==> src/rtl/audio_sample_fetch_pkg.sv <==
// Shared definitions for the audio sample fetcher: FSM states, sample width
// and the underflow counter saturation helper.
package audio_sample_fetch_pkg;

  localparam int SAMPLE_W = 16;
  localparam logic [7:0] UNDERFLOW_SAT = 8'd255;

  typedef enum logic [1:0] {
    ST_IDLE  = 2'd0,
    ST_FETCH = 2'd1,
    ST_DRAIN = 2'd2,
    ST_DONE  = 2'd3
  } state_t;

  // Increment an 8-bit event counter, sticking at the saturation value.
  function automatic logic [7:0] sat_inc8(input logic [7:0] v);
    logic [7:0] r;
    if (v == UNDERFLOW_SAT) begin
      r = v;
    end else begin
      r = v + 8'd1;
    end
    return r;
  endfunction

endpackage

==> src/rtl/audio_sample_fetch_if.sv <==
// Read port between the sample fetcher (master) and the SDRAM arbiter (slave).
// The request holds mem_read/mem_addr until a single-cycle mem_ack, which
// carries the read word in mem_rddata.
interface audio_sample_fetch_if
  import audio_sample_fetch_pkg::*;
#(
  parameter int ADDR_W = 25
);
  logic                mem_read;
  logic [ADDR_W-1:0]   mem_addr;
  logic                mem_ack;
  logic [SAMPLE_W-1:0] mem_rddata;

  modport master (output mem_read, output mem_addr, input mem_ack, input mem_rddata);
  modport slave  (input mem_read, input mem_addr, output mem_ack, output mem_rddata);
endinterface

==> src/rtl/audio_sample_fetch_sample_fifo.sv <==
// sample_fifo: synchronous word FIFO with the head word visible combinationally,
// an occupancy count and a synchronous flush. DEPTH must be a power of two so
// the pointers wrap naturally.
module sample_fifo
  import audio_sample_fetch_pkg::*;
#(
  parameter int DEPTH = 16,
  parameter int CNT_W = $clog2(DEPTH) + 1
) (
  input  logic                clk,
  input  logic                reset,
  input  logic                flush,
  input  logic                push,
  input  logic [SAMPLE_W-1:0] push_data,
  input  logic                pop,
  output logic [SAMPLE_W-1:0] head,
  output logic [CNT_W-1:0]    count,
  output logic                empty
);
  localparam int PTR_W = $clog2(DEPTH);

  logic [SAMPLE_W-1:0] mem_r [DEPTH];
  logic [PTR_W-1:0]    wr_ptr_r;
  logic [PTR_W-1:0]    rd_ptr_r;
  logic [CNT_W-1:0]    count_r;
  logic                do_push_s;
  logic                do_pop_s;

  // Qualify push/pop: never pop empty, never push full unless a pop frees a slot.
  always_comb begin
    do_pop_s  = pop && (count_r != '0);
    do_push_s = push && ((count_r != CNT_W'(DEPTH)) || do_pop_s);
  end

  // Storage write port.
  always_ff @(posedge clk) begin
    if (do_push_s && !flush) begin
      mem_r[wr_ptr_r] <= push_data;
    end
  end

  // Pointer and occupancy bookkeeping; flush empties the buffer.
  always_ff @(posedge clk or posedge reset) begin
    if (reset) begin
      wr_ptr_r <= '0;
      rd_ptr_r <= '0;
      count_r  <= '0;
    end else if (flush) begin
      wr_ptr_r <= '0;
      rd_ptr_r <= '0;
      count_r  <= '0;
    end else begin
      if (do_push_s) begin
        wr_ptr_r <= wr_ptr_r + PTR_W'(1);
      end
      if (do_pop_s) begin
        rd_ptr_r <= rd_ptr_r + PTR_W'(1);
      end
      case ({do_push_s, do_pop_s})
        2'b10:   count_r <= count_r + CNT_W'(1);
        2'b01:   count_r <= count_r - CNT_W'(1);
        default: count_r <= count_r;
      endcase
    end
  end

  assign head  = mem_r[rd_ptr_r];
  assign count = count_r;
  assign empty = (count_r == '0);

endmodule

==> src/rtl/audio_sample_fetch.sv <==
// audio_sample_fetch: streams a song's PCM words from SDRAM into a small FIFO
// and hands one sample out per sample_tick. A new read is only issued when the
// FIFO has room for its result, so the buffer can never overflow.
// Optional build macro FETCH_LOOP_EN: at the end of the song the address and
// length are reloaded and fetching continues, so the song loops while play=1.
module audio_sample_fetch
  import audio_sample_fetch_pkg::*;
#(
  parameter int FIFO_DEPTH = 16,
  parameter int ADDR_W     = 25
) (
  input  logic                 clk,
  input  logic                 reset,
  input  logic                 init_done,
  input  logic                 play,
  input  logic [ADDR_W-1:0]    song_base,
  input  logic [ADDR_W-1:0]    song_len,
  input  logic                 sample_tick,
  audio_sample_fetch_if.master mem,
  output logic [SAMPLE_W-1:0]  sample_out,
  output logic                 busy,
  output logic                 done,
  output logic [7:0]           underflow_cnt
);
  localparam int CNT_W = $clog2(FIFO_DEPTH) + 1;

  state_t              state_r, state_next_s;
  logic [ADDR_W-1:0]   addr_r, addr_next_s;
  logic [ADDR_W-1:0]   remaining_r, rem_next_s;
  logic                mem_read_r, read_next_s;
  logic [SAMPLE_W-1:0] sample_out_r, sample_next_s;
  logic [7:0]          underflow_cnt_r, uf_next_s;
  logic                busy_r, done_r;

  logic                active_s;
  logic                push_s;
  logic                pop_s;
  logic                flush_s;
  logic [SAMPLE_W-1:0] fifo_head_s;
  logic [CNT_W-1:0]    fifo_count_s;
  logic                fifo_empty_s;

  // FIFO control: only an ack to our own outstanding request is pushed, so a
  // stray ack after reset or while idle is dropped; the FIFO is held flushed in IDLE.
  always_comb begin
    active_s = (state_r == ST_FETCH) || (state_r == ST_DRAIN);
    push_s   = active_s && mem_read_r && mem.mem_ack;
    pop_s    = active_s && sample_tick && !fifo_empty_s;
    flush_s  = (state_r == ST_IDLE);
  end

  sample_fifo #(
    .DEPTH (FIFO_DEPTH),
    .CNT_W (CNT_W)
  ) u_fifo (
    .clk       (clk),
    .reset     (reset),
    .flush     (flush_s),
    .push      (push_s),
    .push_data (mem.mem_rddata),
    .pop       (pop_s),
    .head      (fifo_head_s),
    .count     (fifo_count_s),
    .empty     (fifo_empty_s)
  );

  // Next-state and datapath decode. A new request is only raised from a cycle
  // with nothing outstanding, so FIFO count alone bounds count+outstanding.
  always_comb begin
    state_next_s  = state_r;
    addr_next_s   = addr_r;
    rem_next_s    = remaining_r;
    read_next_s   = mem_read_r;
    sample_next_s = sample_out_r;
    uf_next_s     = underflow_cnt_r;
    case (state_r)
      ST_IDLE: begin
        read_next_s   = 1'b0;
        sample_next_s = '0;
        if (play && init_done) begin
          addr_next_s = song_base;
          rem_next_s  = song_len;
          uf_next_s   = 8'd0;
          if (song_len == '0) begin
            state_next_s = ST_DONE;
          end else begin
            state_next_s = ST_FETCH;
          end
        end else begin
          state_next_s = ST_IDLE;
        end
      end
      ST_FETCH, ST_DRAIN: begin
        // Playback side: pop the head, or output silence on a starved tick.
        if (sample_tick) begin
          if (!fifo_empty_s) begin
            sample_next_s = fifo_head_s;
          end else if (state_r == ST_FETCH) begin
            sample_next_s = '0;
            uf_next_s     = sat_inc8(underflow_cnt_r);
          end else begin
            sample_next_s = '0;
          end
        end else begin
          sample_next_s = sample_out_r;
        end
        // Fetch side: retire the outstanding read or raise a new one.
        if (push_s) begin
          read_next_s = 1'b0;
          if (remaining_r == ADDR_W'(1)) begin
`ifdef FETCH_LOOP_EN
            addr_next_s = song_base;
            rem_next_s  = song_len;
`else
            addr_next_s  = addr_r + ADDR_W'(1);
            rem_next_s   = '0;
            state_next_s = ST_DRAIN;
`endif
          end else begin
            addr_next_s = addr_r + ADDR_W'(1);
            rem_next_s  = remaining_r - ADDR_W'(1);
          end
        end else if ((state_r == ST_FETCH) && play && !mem_read_r &&
                     (remaining_r != '0) && (fifo_count_s < CNT_W'(FIFO_DEPTH))) begin
          read_next_s = 1'b1;
        end else begin
          read_next_s = mem_read_r;
        end
        if ((state_r == ST_DRAIN) && fifo_empty_s) begin
          state_next_s  = ST_DONE;
          sample_next_s = '0;
        end else begin
          state_next_s = state_next_s;
        end
        // Stop request: let a pending handshake finish before leaving.
        if (!play && (!mem_read_r || push_s)) begin
          state_next_s  = ST_IDLE;
          read_next_s   = 1'b0;
          sample_next_s = '0;
        end else begin
          state_next_s = state_next_s;
        end
      end
      ST_DONE: begin
        read_next_s   = 1'b0;
        sample_next_s = '0;
        if (!play) begin
          state_next_s = ST_IDLE;
        end else begin
          state_next_s = ST_DONE;
        end
      end
      default: begin
        state_next_s  = ST_IDLE;
        read_next_s   = 1'b0;
        sample_next_s = '0;
      end
    endcase
  end

  // FSM state register.
  always_ff @(posedge clk or posedge reset) begin
    if (reset) begin
      state_r <= ST_IDLE;
    end else begin
      state_r <= state_next_s;
    end
  end

  // Datapath and registered status outputs.
  always_ff @(posedge clk or posedge reset) begin
    if (reset) begin
      addr_r          <= '0;
      remaining_r     <= '0;
      mem_read_r      <= 1'b0;
      sample_out_r    <= '0;
      underflow_cnt_r <= 8'd0;
      busy_r          <= 1'b0;
      done_r          <= 1'b0;
    end else begin
      addr_r          <= addr_next_s;
      remaining_r     <= rem_next_s;
      mem_read_r      <= read_next_s;
      sample_out_r    <= sample_next_s;
      underflow_cnt_r <= uf_next_s;
      busy_r          <= (state_next_s != ST_IDLE);
      done_r          <= (state_next_s == ST_DONE);
    end
  end

  assign mem.mem_read  = mem_read_r;
  assign mem.mem_addr  = addr_r;
  assign sample_out    = sample_out_r;
  assign busy          = busy_r;
  assign done          = done_r;
  assign underflow_cnt = underflow_cnt_r;

endmodule

==> src/flat_wrapper.sv <==
// flat-port wrapper written by rule: the top's interface ports become plain ports
module audio_sample_fetch_flat import audio_sample_fetch_pkg::*;
#(
  parameter int FIFO_DEPTH = 16,
  parameter int ADDR_W     = 25
)
  (clk, reset, init_done, play, song_base, song_len, sample_tick, sample_out, busy, done, underflow_cnt, mem_mem_read, mem_mem_addr, mem_mem_ack, mem_mem_rddata);
  audio_sample_fetch_if #(.ADDR_W(ADDR_W)) mem_i ();
  input  logic clk;
  input  logic reset;
  input  logic init_done;
  input  logic play;
  input  logic [ADDR_W-1:0] song_base;
  input  logic [ADDR_W-1:0] song_len;
  input  logic sample_tick;
  output logic [SAMPLE_W-1:0] sample_out;
  output logic busy;
  output logic done;
  output logic [7:0] underflow_cnt;
  output wire logic [$bits(mem_i.mem_read)-1:0] mem_mem_read;
  output wire logic [$bits(mem_i.mem_addr)-1:0] mem_mem_addr;
  input wire logic [$bits(mem_i.mem_ack)-1:0] mem_mem_ack;
  input wire logic [$bits(mem_i.mem_rddata)-1:0] mem_mem_rddata;
  assign mem_mem_read = mem_i.mem_read;
  assign mem_mem_addr = mem_i.mem_addr;
  assign mem_i.mem_ack = mem_mem_ack;
  assign mem_i.mem_rddata = mem_mem_rddata;
  audio_sample_fetch #(.FIFO_DEPTH(FIFO_DEPTH), .ADDR_W(ADDR_W)) u_core (.clk(clk), .reset(reset), .init_done(init_done), .play(play), .song_base(song_base), .song_len(song_len), .sample_tick(sample_tick), .mem(mem_i), .sample_out(sample_out), .busy(busy), .done(done), .underflow_cnt(underflow_cnt));
endmodule
==> config.mk <==
export PLATFORM = sky130hd
export DESIGN_NAME = audio_sample_fetch_flat
export DESIGN_NICKNAME = d
export VERILOG_FILES = /design/src/rtl/audio_sample_fetch_pkg.sv /design/src/rtl/audio_sample_fetch_if.sv /design/src/rtl/audio_sample_fetch_sample_fifo.sv /design/src/rtl/audio_sample_fetch.sv /design/src/flat_wrapper.sv
export SDC_FILE = /design/constraint.sdc
export NUM_CORES = 1
export LEC_CHECK = 0
export CAP_MARGIN = 20
export CORE_MARGIN = 2
export CORE_UTILIZATION = 50
export CTS_BUF_LIST = sky130_fd_sc_hd__clkbuf_4
export DETAILED_ROUTE_END_ITERATION = 16
export GPL_TIMING_DRIVEN = 1
export PLACE_DENSITY = 0.76
export SYNTH_ARGS = -nofsm -noshare
export SYNTH_HDL_FRONTEND = slang
export SYNTH_SLANG_ARGS = --single-unit
==> constraint.sdc <==
create_clock -name clk -period 5.3 [get_ports clk]
set_input_delay 1.06 -clock clk [delete_from_list [all_inputs] [get_ports clk]]
set_output_delay 1.06 -clock clk [all_outputs]
set_load 0.005 [all_outputs]
# Word level (Yosys, flattened, before mapping)
# Memory sizes are Yosys's and may differ from the RTL's.
# Index checks and enable logic that the tools add are counted.
[classes]
n_mux = 38
n_reduce_logical = 35
order_cmp = 1
add_sub_neg = 7
eq_ne = 17
[ops]
columns = ["operator", "count"]
rows = [
  ["$mux 25", 5],
  ["$pmux 25 s2", 2],
  ["$mux 16", 4],
  ["$mux 8", 5],
  ["$pmux 16 s2", 1],
  ["$add 25x1->25 const B", 1],
  ["$eq 25x1->1 const B", 1],
  ["$logic_not 25->1", 1],
  ["$reduce_bool 25->1", 1],
  ["$sub 25x1->25 const B", 1],
  ["$mux 4", 4],
  ["$pmux 8 s2", 1],
  ["$logic_and 1x1->1", 14],
  ["$mux 2", 7],
  ["$pmux 5 s2", 1],
  ["$add 4x1->4 const B", 2],
  ["$add 8x1->8 const B", 1],
  ["$eq 2x2->1 const B", 4],
  ["$eq 8x8->1 const B", 1],
  ["$ne 2x1->1 const B", 4],
  ["$reduce_bool 2->1", 4],
  ["$pmux 2 s3", 1],
  ["$reduce_and 6->1", 1],
  ["$add 5x1->5 const B", 1],
  ["18 further kinds", 30],
]
[totals]
n_memories = 1
out_inout_bits = 52
mem_bits_rw = 256
reg_bits = 92
inputBits = 72
[memory_table]
columns = ["memory", "words", "word_bits", "read_ports", "rd_clocked_by_memory_dff", "wr", "line_no", "source"]
rows = [
  ["u_core.u_fifo.mem_r", 16, 16, 1, 0, 1, "audio_sample_fetch_sample_fifo.sv:22", "logic [SAMPLE_W-1:0] mem_r [DEPTH];"],
]

# Longest topological paths before layout
# Gate-level depths: netlist of run 1.
[depth]
ltp_word = 10
ltp_mapped = 13
mapped_depth_nobuf = 11

# By module
# Synthesis of run 1 repeated with hierarchy kept, for this count alone.
[unflattened]
cells_unflattened = 1038
area_unflattened_um2 = 15393.5
[by_module_without_submodules]
columns = ["module", "n_inst", "cells_each", "area_each_um2"]
rows = [
  ["sample_fifo", 1, 469, 10628.9],
  ["audio_sample_fetch", 1, 569, 4764.6],
]

# Worst setup path after synthesis of run 1
# No wires, ideal clock.
[synth_path]
path_kind = "input -> register"
startpoint = "input port sample_tick"
endpoint = "register u_core.u_fifo.count_r[4], in the netlist u_core.u_fifo.count[4]"
setup_ps = 78
path_slack_ps = 2027
arrival_ps = 3195
stages = 10
path_cell_list = "inv_1 > a211o_1 > clkbuf_1 > a21oi_1 > ha_1 > a21o_1 > a21o_1 > or3b_2 > a21o_1 > a21oi_1"
[synth_via]
elab_chain_cells = 8
elab_cells_between_ends = 10
classes_between = "eq/ne: 2; mux: 2; reduce/logical: 6"
[synth_rtl]
columns = ["element", "line_no", "source"]
rows = [
  ["start: declaration", "flat_wrapper.sv:15", "input logic sample_tick;"],
  ["$logic_and 1x1->1 * (2 in a row)", "audio_sample_fetch.sv:48", "pop_s = active_s && sample_tick && !fifo_empty_s;"],
  ["$logic_and 1x1->1 *", "audio_sample_fetch_sample_fifo.sv:31", "do_pop_s = pop && (count_r != '0);"],
  ["$logic_or 1x1->1", "audio_sample_fetch_sample_fifo.sv:32", "do_push_s = push && ((count_r != CNT_W'(DEPTH)) || do_pop_s);"],
  ["$logic_and 1x1->1", "audio_sample_fetch_sample_fifo.sv:32", ""],
  ["$eq 2x1->1 or $eq 2x2->1 (tied branches)", "audio_sample_fetch_sample_fifo.sv:59", "case ({do_push_s, do_pop_s})"],
  ["$pmux 5 s2", "audio_sample_fetch_sample_fifo.sv:59", ""],
  ["$mux 5", "audio_sample_fetch_sample_fifo.sv:48", "end else if (flush) begin"],
  ["end signal: assignment", "audio_sample_fetch_sample_fifo.sv:60", "2'b10: count_r <= count_r + CNT_W'(1);"],
  ["end signal: assignment", "audio_sample_fetch_sample_fifo.sv:61", "2'b01: count_r <= count_r - CNT_W'(1);"],
  ["end signal: assignment", "audio_sample_fetch_sample_fifo.sv:62", "default: count_r <= count_r;"],
  ["end: declaration", "audio_sample_fetch_sample_fifo.sv:25", "logic [CNT_W-1:0] count_r;"],
]
# Every way passes the cells marked *; elsewhere a longest branch is shown, timed or not.
# A chain may end at the register's enable or synchronous reset.

# Final worst setup path of run 1
[layout_path]
startpoint = "register u_core.u_fifo.count_r[0], in the netlist u_core.u_fifo.count[0]"
endpoint = "register u_core.u_fifo.count_r[4], in the netlist u_core.u_fifo.count[4]"
[layout_via]
elab_chain_cells = 9
elab_cells_between_ends = 15
classes_between = "add/sub: 2; eq/ne: 3; mux: 2; reduce/logical: 8"
[layout_rtl]
columns = ["element", "line_no", "source"]
rows = [
  ["$logic_not 5->1", "audio_sample_fetch_sample_fifo.sv:69", "assign empty = (count_r == '0);"],
  ["$logic_not 1->1", "audio_sample_fetch.sv:48", ""],
  ["$logic_and 1x1->1", "audio_sample_fetch.sv:48", ""],
  ["$logic_and 1x1->1", "audio_sample_fetch_sample_fifo.sv:31", ""],
  ["$logic_or 1x1->1", "audio_sample_fetch_sample_fifo.sv:32", ""],
  ["$logic_and 1x1->1", "audio_sample_fetch_sample_fifo.sv:32", ""],
  ["$eq 2x1->1 or $eq 2x2->1 (tied branches)", "audio_sample_fetch_sample_fifo.sv:59", ""],
  ["$pmux 5 s2", "audio_sample_fetch_sample_fifo.sv:59", ""],
  ["$mux 5", "audio_sample_fetch_sample_fifo.sv:48", ""],
]
# Parallel ways exist; a longest one is shown, timed or not.

==> results of run 1 <==
-- kinds of logic after synthesis --
group                      share of synthesized area (%)
muxes                                               11.2
buffers and inverters                               2.22
adders and majority gates                           1.53
DFF                                                 65.8
and+or+nand+nor                                     8.56
AOI/OAI and AO/OA                                   9.89
xor gates and xnor gates                           0.807
-- worst max-delay path, cell delays in order (launching register included) --
cell and delay [ns]:
dfrtp_1 0.44, nor4_1 0.87, a211o_1 0.39, a21oi_1 0.16, fa_1 0.43, a21o_1 0.18, a21o_1 0.18, or3b_2 0.45
a21o_1 0.17, a21oi_1 0.13
-- power by group --
| part | internal, W | switching [W] |
|---|---|---|
| Clock | 0.00111 | 0.00106 |
| Combinational | 0.000297 | 0.000299 |
| Sequential | 0.00303 | 0.000139 |
-- area by class of cell --
class / count / area (sq um)
antenna: 1 / 2.50
sequential: 348 / 10000
fill: 2255 / 11700
timing repair buffer: 157 / 1530
multi-input combinational: 598 / 4900
inverter: 20 / 77.6
clock inverter: 20 / 106
tap: 390 / 488
clock buffer: 128 / 961
-- cells in the final DEF, fill, tap and decap left out, types with 21 or more instances in the layout --
master / count
a21oi_1: 58
a22o_1: 33
buf_4: 29
clkbuf_4: 128
clkdlybuf4s50_1: 123
dfrtp_1: 89
edfxtp_1: 256
mux2i_1: 24
mux4_2: 64
nand2_1: 48
nand3_1: 29
nand4_1: 21
nor2_1: 63
o21ai_0: 29
-- metal layers --
metal,vias up,wire length [um]
met1,5102,14800
met4,0,676
met5,-,0
li1,4500,-
met2,421,16900
met3,57,2790
-- worst paths after layout --
path / to / depth (start not counted)
max: u_core.u_fifo.count[4]$_DFFE_PP0P_ / 9
min: u_core.remaining_r[18]$_DFFE_PP0P_ / 1
max reg2reg: u_core.u_fifo.count[4]$_DFFE_PP0P_ / 9
min reg2reg: u_core.remaining_r[18]$_DFFE_PP0P_ / 1
max in group asynchronous: u_core.underflow_cnt[6]$_DFFE_PP0P_ / 3
min in group asynchronous: u_core.remaining_r[20]$_DFFE_PP0P_ / 2
-- state kept, by name (all words and copies together) (netlist names) --
| signal | cells |
|---|---|
| u_core.u_fifo.count | 5 |
| u_core.busy | 1 |
| u_core.u_fifo.rd_ptr_r | 4 |
| u_core.mem.mem_addr | 25 |
| u_core.underflow_cnt | 8 |
| u_core.remaining_r | 25 |
| u_core.done | 1 |
| u_core.u_fifo.mem_r | 256 |
| u_core.state_r | 2 |
| u_core.sample_out | 16 |
| u_core.u_fifo.wr_ptr_r | 4 |
| u_core.mem.mem_read | 1 |
-- metrics by stage --
step / total power, W / instances / hold WS, ns
floorplan: 0.00352 / 1027 / 0.459
global placement: 0.00379 / 1508 / 0.485
detailed placement: 0.00382 / 1508 / 0.486
CTS: 0.00598 / 1656 / 0.505
global route: 0.00622 / 1662 / 0.519
finish: 0.00594 / 1662 / 0.500
==> metrics.md, run 1 <==
| Metric | Value |
|---|---|
| Port buffer count | `between 100 and 150` |
| Fmax | `0.290 GHz` |
| Fin nets | `~1300` |
| CTS Sinks | `348` |
| Worst Path Required | `around 5.9 ns` |
| H-tree Lvls | `3` |
| Fin crit period | `between 3 and 4 ns` |
| Initial antenna violation count | `1` |
| HP Class | `register to register` |
| Setup violators final | `0` |
| TritonCTS clock tree | `yes` |
| Top post-synthesis cells by area | `edfxtp_1 (51%), dfrtp_1 (15%), mux4_2 (9.5%), a21oi_1 (1.9%), a22o_1 (1.9%)` |
| Design Area, Final | `about 0.018 sq mm` |
| Worst-Margin Slew | `1.10 ns` |
| DRT Wirelength | `between 30000 and 40000 um` |
| CP Launch Type | `register` |
| Mapped Cells | `~1000` |
| Clk Latency, worst-skew pair | `about 0.73 ns` |
| Synth cell types | `59` |
| Sequential area share after synthesis | `about 66%` |
| Worst relative slew slack | `26.3%` |
| Maximum vdd drop | `0.000169 V` |
| Final HPWL DP | `approximately 22000 um` |
| Prevailing post-synth register cell | `edfxtp_1` |
| Most numerous cell in the Yosys netlist | `edfxtp_1` |
| Die Ht | `approximately 180 um` |
| Layout overhead on the synthesized area | `18.9%` |
| Pre-CTS setup slack | `roughly 1.3 ns` |
| Post-DP Area | `around 0.017 sq mm` |
| Setup ws final | `~1.9 ns` |
| Fraction of registers with async set/reset | `between 20% and 30%` |
| Post-synth EDFFs | `about 260` |
| Starting DRC count in detailed routing | `856` |
| Post-cts sizing count | `0` |
| GP Congestion | `about 0.84` |
| Yosys top cell area share | `about half` |
| Max_cap viols | `0` |
| Setup TNS | `0 ns` |
| Worst setup path start | `u_core.u_fifo.count[0]$_DFFE_PP0P_` |
| Critical path peak fanout | `8` |
| GR Overflow Total | `0` |
| Vias | `between 10000 and 15000` |
| Worst path arrival time | `just over 4 ns` |
| FF+latch count, synth | `348` |
| Io pins | `around 120` |
| Syn nets | `between 1000 and 1500` |
| Clock transition at path regs | `around 0.07 ns` |
| Die area | `~0.032 sq mm` |
| CTS Hold Bufs | `0` |
| Via density per instance | `6.06` |
| CP Class | `register to register` |
| Largest net degree at the start of global routing | `~70` |
| Starting density of the core | `between 50 and 60%` |
| Final setup skew | `0.0657 ns` |
| PD cells | `around 330 mW/mm^2` |
| # DRC | `0` |
| Status | `complete, no violations` |
| GR met1 Demand/Resource | `between 30 and 40%` |
| Max Buffers Root-to-Sink | `3` |
| YS warnings | `0` |
| Worst R2R Setup Slack | `roughly 1.9 ns` |
| Final Hold Fails | `0` |
| Std-Cell Rows | `63` |
| Total GRT Usage | `22.4%` |
| Most common library cells after synthesis | `edfxtp_1 (256), dfrtp_1 (92), nor2_1 (69)` |
| Reg2reg start | `u_core.u_fifo.count[0]$_DFFE_PP0P_` |
| Met2 usage | `around a third` |
| Period Utilization, post-route | `approximately two thirds` |
| Vias in the first global route | `~9900` |
| Detail Route Antenna Nets | `0` |
| Synthesized area per cell | `14.8 sq um` |
| Share of cells above drive strength 1 | `between 20% and 30%` |
| Root buffer cell | `clkbuf_4` |
| First-pass GRT wire length | `54300 um` |
| CTS buffer count | `between 80 and 90` |
| Final Slew Violations | `0` |
| Core area | `between 0.02 and 0.03 sq mm` |
| Die W | `between 150 and 200 um` |
| Post-CTS setup buffers | `0` |
| Min-delay src | `u_core.remaining_r[18]$_DFFE_PP0P_` |
| Drt first pass iters | `5` |
| Worst setup EP type | `register` |
| DR WL/cell | `21.2 um` |
| Leakage | `~6.2 nW` |
| Leading area contributor after synthesis | `edfxtp_1` |
| Global route hottest layer | `met2` |
| Mapped Area | `around 0.015 sq mm` |
| Fin util | `about three fifths` |
| RSZ-0062 raised after global routing | `false` |
| Met3 Use GR | `under 10%` |
Note: power is estimated with default switching activity, not from simulation.
==> run 2: changes to the inputs <==
==> constraint.sdc (replaced) <==
create_clock -name clk -period 3.4 [get_ports clk]
set_input_delay 0.68 -clock clk [delete_from_list [all_inputs] [get_ports clk]]
set_output_delay 0.68 -clock clk [all_outputs]
set_load 0.005 [all_outputs]
==> run 2 against run 1 <==
  * Largest cell class unchanged
  * Fmax grew 19%
  * Sequential power grew 56%
  * Register-to-register slack lost 1.4 ns
  * Utilization grew 0.97 points
  * Sequential share of layout area shrank 0.87 points
  * Die area is the same
  * Critical path type unchanged
==> metrics.md, run 2 (synthesis results as in run 1) <==
| Metric | Value |
|---|---|
| Status | `complete, no violations` |
| Max_cap viols | `0` |
| Drt first pass iters | `5` |
| Largest stage delay on the critical path | `around 0.7 ns` |
| Core area | `0.0298 sq mm` |
| TritonCTS clock tree | `yes` |
| Path depth of the worst reg2reg path | `5` |
| Final HPWL DP | `roughly 23000 um` |
| Worst R2R Setup Slack | `about 0.5 ns` |
| Fmax | `approximately 0.34 GHz` |
| RSZ-0062 raised after global routing | `false` |
| Post-cts sizing count | `0` |
| Reg-to-Reg End | `u_core.remaining_r[10]$_DFFE_PP0P_` |
| Worst Path Required | `3.99 ns` |
| CTS Sinks | `348` |
| Largest net degree at the start of global routing | `approximately 70` |
| # DRC | `0` |
| Layout overhead on the synthesized area | `20.8%` |
| Std-Cell Rows | `63` |
| CP Class | `register to register` |
| CTS buffer count | `between 80 and 90` |
| Commonest non-fill, non-tap cell in the layout | `edfxtp_1` |
| Post-CTS setup buffers | `0` |
| Design Area, Final | `0.0184 sq mm` |
| Final Hold Fails | `0` |
| Period Utilization, post-route | `85.3%` |
| Io pins | `~120` |
| Reg2reg start | `u_core.remaining_r[20]$_DFFE_PP0P_` |
| Clk Latency, worst-skew pair | `between 0.7 and 0.8 ns` |
| Root buffer cell | `clkbuf_4` |
| DRT Wirelength | `approximately 35000 um` |
| Clock transition at path regs | `0.07 ns` |
| Final Slew Violations | `0` |
| Post-DP Area | `0.0172 sq mm` |
| Max Buffers Root-to-Sink | `3` |
| CP max-delay cell | `o31a_1` |
| Initial antenna violation count | `3` |
| Leakage | `between 6 and 7 nW` |
| Detail Route Antenna Nets | `0` |
| Vias | `around 10000` |
| Fin crit period | `~2.9 ns` |
| Total GRT Usage | `22.4%` |
| DR WL/cell | `between 20 and 25 um` |
| Max reg flops | `about 260` |
| Setup TNS | `0 ns` |
| Starting DRC count in detailed routing | `977` |
| Register bank with the most flops | `u_core.u_fifo.mem_r` |
| Setup violators final | `0` |
| Maximum vdd drop | `~0.00041 V` |
| H-tree Lvls | `3` |
| First-pass GRT wire length | `about 54000 um` |
| GP Congestion | `around 0.84` |
| GR Overflow Total | `0` |
| Critical path peak fanout | `26` |
| Worst path arrival time | `about 3.5 ns` |
| Worst setup EP type | `register` |
| Die area | `0.0318 sq mm` |
| Vias in the first global route | `about 9900` |
| Fin nets | `approximately 1300` |
| HP Class | `input port to asynchronous set/reset pin` |
| CP Launch Type | `register` |
| Final setup skew | `roughly 0.095 ns` |
| CTS Hold Bufs | `0` |
| Share of cells above drive strength 1 | `21.7%` |
| Port buffer count | `between 100 and 150` |
| Starting density of the core | `51.0%` |
| Most frequent cells in the layout | `edfxtp_1 (256), clkbuf_4 (127), clkdlybuf4s50_1 (123), dfrtp_1 (89), mux4_2 (64)` |
| Worst relative slew slack | `roughly 28%` |
| Critical-path cell list | `or4_1 > or3_1 > o31a_1 > a32o_1 > a22o_1` |
| Die Ht | `roughly 180 um` |
| PD cells | `roughly 510 mW/mm^2` |
| Die W | `between 150 and 200 um` |
| Via density per instance | `roughly 5.9` |
| Worst-Margin Slew | `roughly 1.1 ns` |
run 2: changes by cell type in the layout (fill, tap and decap cells not counted), sizes merged:
cell and delta:
buf +28, clkinv +13, clkinvlp -2, bufinv +1, clkbuf -1, diode +1
run 2: where the power goes:
group | switching (W) | internal [W] | leakage (nW)
clock | 0.00168 | 0.00182 | 0.667
sequential | 0.000215 | 0.00473 | 3.46
combinational | 0.000465 | 0.000471 | 2.29
run 2: worst max-delay path: cells and delay by family, from the launching register on:
kind | cells | cell delay, ns
DFF | 1 | 0.39
AOI/OAI and AO/OA | 3 | 1.34
and+or+nand+nor | 2 | 1.04
run 2: through the flow:
step                hold WS (ns)  util (%)  setup WS, ns  std cells  power, W
floorplan                  0.459         -         0.282       1027   0.00549
global placement           0.478      57.8         0.175       1541   0.00592
detailed placement         0.484      57.8         0.114       1541   0.00595
CTS                        0.274      61.6         0.507       1700   0.00946
global route               0.320      61.6         0.263       1701   0.00981
finish                     0.314      61.6         0.499       1702   0.00937
run 2: routing by layer:
metal / GRT usage [%] / wire length, um
met1: 31.1 / 14800
met2: 36.3 / 17200
met3: 4.90 / 2820
met4: 5.83 / 500
met5: 0 / 15
run 2: cell type report:
cell class	instances	area, sq um
diodes	2	5.00
clock buffers	127	953
clock inverters	32	185
fillers	2206	11400
inverters	20	77.6
multi-input cells	598	4900
flip-flops and latches	348	10000
well taps	390	488
repair buffers	185	1750
run 2: worst max-delay path by stage:
stage | startpoint | to | slack, ns | cells past startpoint
after floorplan | u_core.state_r[0]$_DFF_PP0_ | u_core.u_fifo.count[4]$_DFFE_PP0P_ | 0.28 | 13
after global placement | sample_tick | u_core.u_fifo.count[4]$_DFFE_PP0P_ | 0.18 | 10
after detailed placement | sample_tick | u_core.u_fifo.count[4]$_DFFE_PP0P_ | 0.11 | 10
after CTS | u_core.u_fifo.count[0]$_DFFE_PP0P_ | u_core.u_fifo.count[4]$_DFFE_PP0P_ | 0.51 | 11
after global routing | u_core.u_fifo.count[0]$_DFFE_PP0P_ | u_core.u_fifo.count[4]$_DFFE_PP0P_ | 0.26 | 11
final | u_core.remaining_r[20]$_DFFE_PP0P_ | u_core.remaining_r[10]$_DFFE_PP0P_ | 0.50 | 5
==> run 3: changes to the inputs <==
--- a/config.mk
+++ b/config.mk
@@ -14,4 +14,5 @@
 export PLACE_DENSITY = 0.76
 export SYNTH_ARGS = -nofsm -noshare
 export SYNTH_HDL_FRONTEND = slang
+export SYNTH_HIERARCHICAL = 1
 export SYNTH_SLANG_ARGS = --single-unit
==> constraint.sdc (replaced) <==
create_clock -name clk -period 3.4 [get_ports clk]
set_input_delay 0.68 -clock clk [delete_from_list [all_inputs] [get_ports clk]]
set_output_delay 0.68 -clock clk [all_outputs]
set_load 0.1 [all_outputs]
==> run 3 against run 2 <==
  * Clock-buffer cell count down 8
  * Final cell count is 0.24% lower
  * Fmax down 7.3%
  * Via count increased by 1.8%
  * Design area decreased by 0.14%
  * Critical path depth increased by 6
  * Sequential power hardly changed
  * Register-to-register slack got worse by 0.23 ns
  * Critical path type unchanged
  * Worst setup slack worse by 0.23 ns
  * First-iteration DRC count up 4.5%
  * Global-route usage barely moved
  * Non-clock buffer count is 13 lower
  * Critical endpoint is now u_core/u_fifo/count[4]$_DFFE_PP0P_
==> metrics.md, run 3 <==
| Metric | Value |
|---|---|
| Clk Latency, worst-skew pair | `around 0.8 ns` |
| Reg power frac | `50.7%` |
| Total GRT Usage | `22.4%` |
| YS warnings | `6` |
| Setup violators final | `0` |
| Die area | `0.0322 sq mm` |
| Fraction of registers with async set/reset | `approximately a quarter` |
| Most common library cells after synthesis | `edfxtp_1 (256), dfrtp_1 (92), mux4_2 (80)` |
| Post-DP Area | `around 0.017 sq mm` |
| Maximum vdd drop | `0.000399 V` |
| Placed cell count | `around 1500` |
| CTS buffer count | `a little under 90` |
| Worst-Margin Slew | `roughly 1.0 ns` |
| CP Class | `register to register` |
| Initial antenna violation count | `1` |
| Share of cells above drive strength 1 | `between 20% and 30%` |
| Period Utilization, post-route | `between 90% and 100%` |
| Fmax | `~0.32 GHz` |
| Via density per instance | `about 6` |
| Comb pwr share | `15.1%` |
| GP Congestion | `0.881` |
| Final Slew Violations | `0` |
| Total Power | `0.00972 W` |
| Die W | `between 150 and 200 um` |
| Yosys top cell area share | `~50%` |
| RSZ-0062 raised after global routing | `false` |
| Final Hold Fails | `0` |
| Final setup skew | `0.0665 ns` |
| # DRC | `0` |
| Status | `complete, no violations` |
| H-tree Lvls | `3` |
| Psw | `0.00295 W` |
| Clock transition at path regs | `about 0.08 ns` |
| Max_cap viols | `0` |
| FF+latch count, synth | `around 350` |
| Clock power share | `between 30% and 40%` |
| Fin crit period | `roughly 3.1 ns` |
| Max Buffers Root-to-Sink | `3` |
| Io pins | `roughly 120` |
| Core area | `~0.03 sq mm` |
| Starting DRC count in detailed routing | `1021` |
| Worst setup EP type | `register` |
| Leading area contributor after synthesis | `edfxtp_1` |
| Max reg flops | `approximately 260` |
| Starting density of the core | `between 50% and 60%` |
| Leakage | `around 6.4 nW` |
| Mapped Cells | `around 1000` |
| TritonCTS clock tree | `yes` |
| Vias in the first global route | `approximately 10000` |
| Sequential area share after synthesis | `between 60% and 70%` |
| Die Ht | `approximately 180 um` |
| Pint | `between 0.006 and 0.007 W` |
| Commonest non-fill, non-tap cell in the layout | `edfxtp_1` |
| Root buffer cell | `clkbuf_4` |
| Layout overhead on the synthesized area | `19.1%` |
| Most numerous cell in the Yosys netlist | `edfxtp_1` |
| CP Launch Type | `register` |
| Fillcell total | `around 2300` |
| Syn nets | `~1100` |
| Drt first pass iters | `5` |
| GR Overflow Total | `0` |
| Synth cell types | `70` |
| Detail Route Antenna Nets | `0` |
| Post-CTS setup buffers | `0` |
| Synthesized area per cell | `14.8 sq um` |
| DR WL/cell | `~21 um` |
| Finished Layout Cells | `1698` |
| First-pass GRT wire length | `56400 um` |
| HP Class | `input port to asynchronous set/reset pin` |
| Design Area, Final | `~0.018 sq mm` |
| Std-Cell Rows | `64` |
| Final HPWL DP | `23600 um` |
| Switching Fraction | `a little under a third` |
| Port buffer count | `around 120` |
| Post-synth EDFFs | `between 200 and 300` |
| Prevailing post-synth register cell | `edfxtp_1` |
| Setup TNS | `0 ns` |
| Worst Path Required | `a little over 4 ns` |
| Most frequent cells in the layout | `edfxtp_1 (256), clkbuf_4 (119), dfrtp_1 (90), buf_4 (88), mux4_2 (80)` |
| PD cells | `530 mW/mm^2` |
| Post-cts sizing count | `0` |
| Fin nets | `between 1000 and 1500` |
| Largest net degree at the start of global routing | `63` |
| CTS Hold Bufs | `0` |
| Mapped Area | `0.0154 sq mm` |
| CTS Sinks | `around 350` |
| Top post-synthesis cells by area | `edfxtp_1 (50%), dfrtp_1 (15%), mux4_2 (12%), a21oi_1 (2.1%), nand2_1 (1.7%)` |
| DRT Wirelength | `approximately 36000 um` |
| Pre-CTS setup slack | `between 0.3 and 0.4 ns` |
| Register bank with the most flops | `u_core/u_fifo/mem_r` |
| Setup ws final | `between 0.2 and 0.3 ns` |
| Worst path arrival time | `3.80 ns` |
| Worst relative slew slack | `30.0%` |
| Vias | `roughly 10000` |
| Critical path peak fanout | `9` |
run 3: cell count changes in the layout (fill, tap and decap cells not counted), moves of 8 or more:
cell / previous run / this run
mux4_2: 64 / 80
nor2_1: 63 / 40
nand2_1: 48 / 70
a22o_1: 33 / 11
nor2b_1: 18 / 8
clkbuf_4: 127 / 119
nand3_1: 29 / 48
a211oi_1: 16 / 2
buf_4: 58 / 88
clkdlybuf4s50_1: 123 / 73
inv_1: 19 / 31
nor2_2: 6 / 16
mux2i_1: 24 / 11
run 3: through the flow:
stage	hold slack [ns]	utilization, %
final	0.295	60.2
after detailed placement	0.474	56.7
after floorplan	0.448	-
after global routing	0.317	60.2
after CTS	0.266	60.1
after global placement	0.467	56.6
run 3: kinds of logic (layout without fill, tap and decap cells):
group	count (synthesis)	after routing	share of synthesized area, %
and+or+nand+nor	278	278	8.99
adders and majority gates	18	18	1.51
other	0	1	0
buffers and inverters	94	357	2.78
DFF	348	348	64.9
AOI/OAI and AO/OA	201	201	8.90
muxes	94	94	12.6
xor gates and xnor gates	5	5	0.284
run 3: layout make-up:
cell class                 instances  area (sq um)  area share (%)
antenna                            1          2.50          0.0137
clock buffer                     119           893            4.87
clock inverter                    33           165           0.901
inverter                          33           125           0.683
multi-input combinational        596          5050            27.5
sequential                       348          9990            54.5
tap                              396           495            2.70
timing repair buffer             172          1610            8.76
run 3: layer usage:
| layer | wire length, um | part of all wire, % | GRT usage [%] | vias to the layer above |
|---|---|---|---|---|
| met3 | 2630 | 7.3 | 5.21 | 66 |
| li1 | - | - | - | 4553 |
| met5 | 0 | 0 | 0 | - |
| met1 | 15300 | 42 | 31.0 | 5167 |
| met2 | 17500 | 48 | 35.0 | 437 |
| met4 | 853 | 2.3 | 8.33 | 0 |
run 3: power by group through the flow:
stage	clock [W]	sequential [W]	combinational, W
floorplan	0	0.00556	0.000465
global placement	0	0.00500	0.00144
detailed placement	0	0.00501	0.00146
CTS	0.00342	0.00492	0.00147
global route	0.00365	0.00496	0.00155
finish	0.00332	0.00493	0.00147
run 3: path summary, 6_finish.rpt:
| path | depth (start not counted) | endpoint | start | slack [ns] |
|---|---|---|---|---|
| max | 11 | u_core/u_fifo/count[4]$_DFFE_PP0P_ | u_core/u_fifo/count[0]$_DFFE_PP0P_ | 0.27 |
| min | 2 | u_core/mem.mem_addr[20]$_DFFE_PP0P_ | reset | 0.30 |
| max reg2reg | 11 | u_core/u_fifo/count[4]$_DFFE_PP0P_ | u_core/u_fifo/count[0]$_DFFE_PP0P_ | 0.27 |
| min reg2reg | 1 | u_core/remaining_r[17]$_DFFE_PP0P_ | u_core/remaining_r[17]$_DFFE_PP0P_ | 0.48 |
| max in group asynchronous | 3 | u_core/remaining_r[13]$_DFFE_PP0P_ | reset | 2.38 |
| min in group clk | 1 | u_core/remaining_r[17]$_DFFE_PP0P_ | u_core/remaining_r[17]$_DFFE_PP0P_ | 0.48 |
run 3: worst max-delay path, cell delays in order (launching register included):
cell and delay, ns:
dfrtp_1 0.41, or4_4 0.65, nor2_1 0.23, nor2_1 0.08, and2_1 0.26, o211ai_4 0.17, inv_1 0.13, ha_1 0.32
nor2b_1 0.30, o21a_1 0.21, o2111ai_1 0.12, a21oi_1 0.16
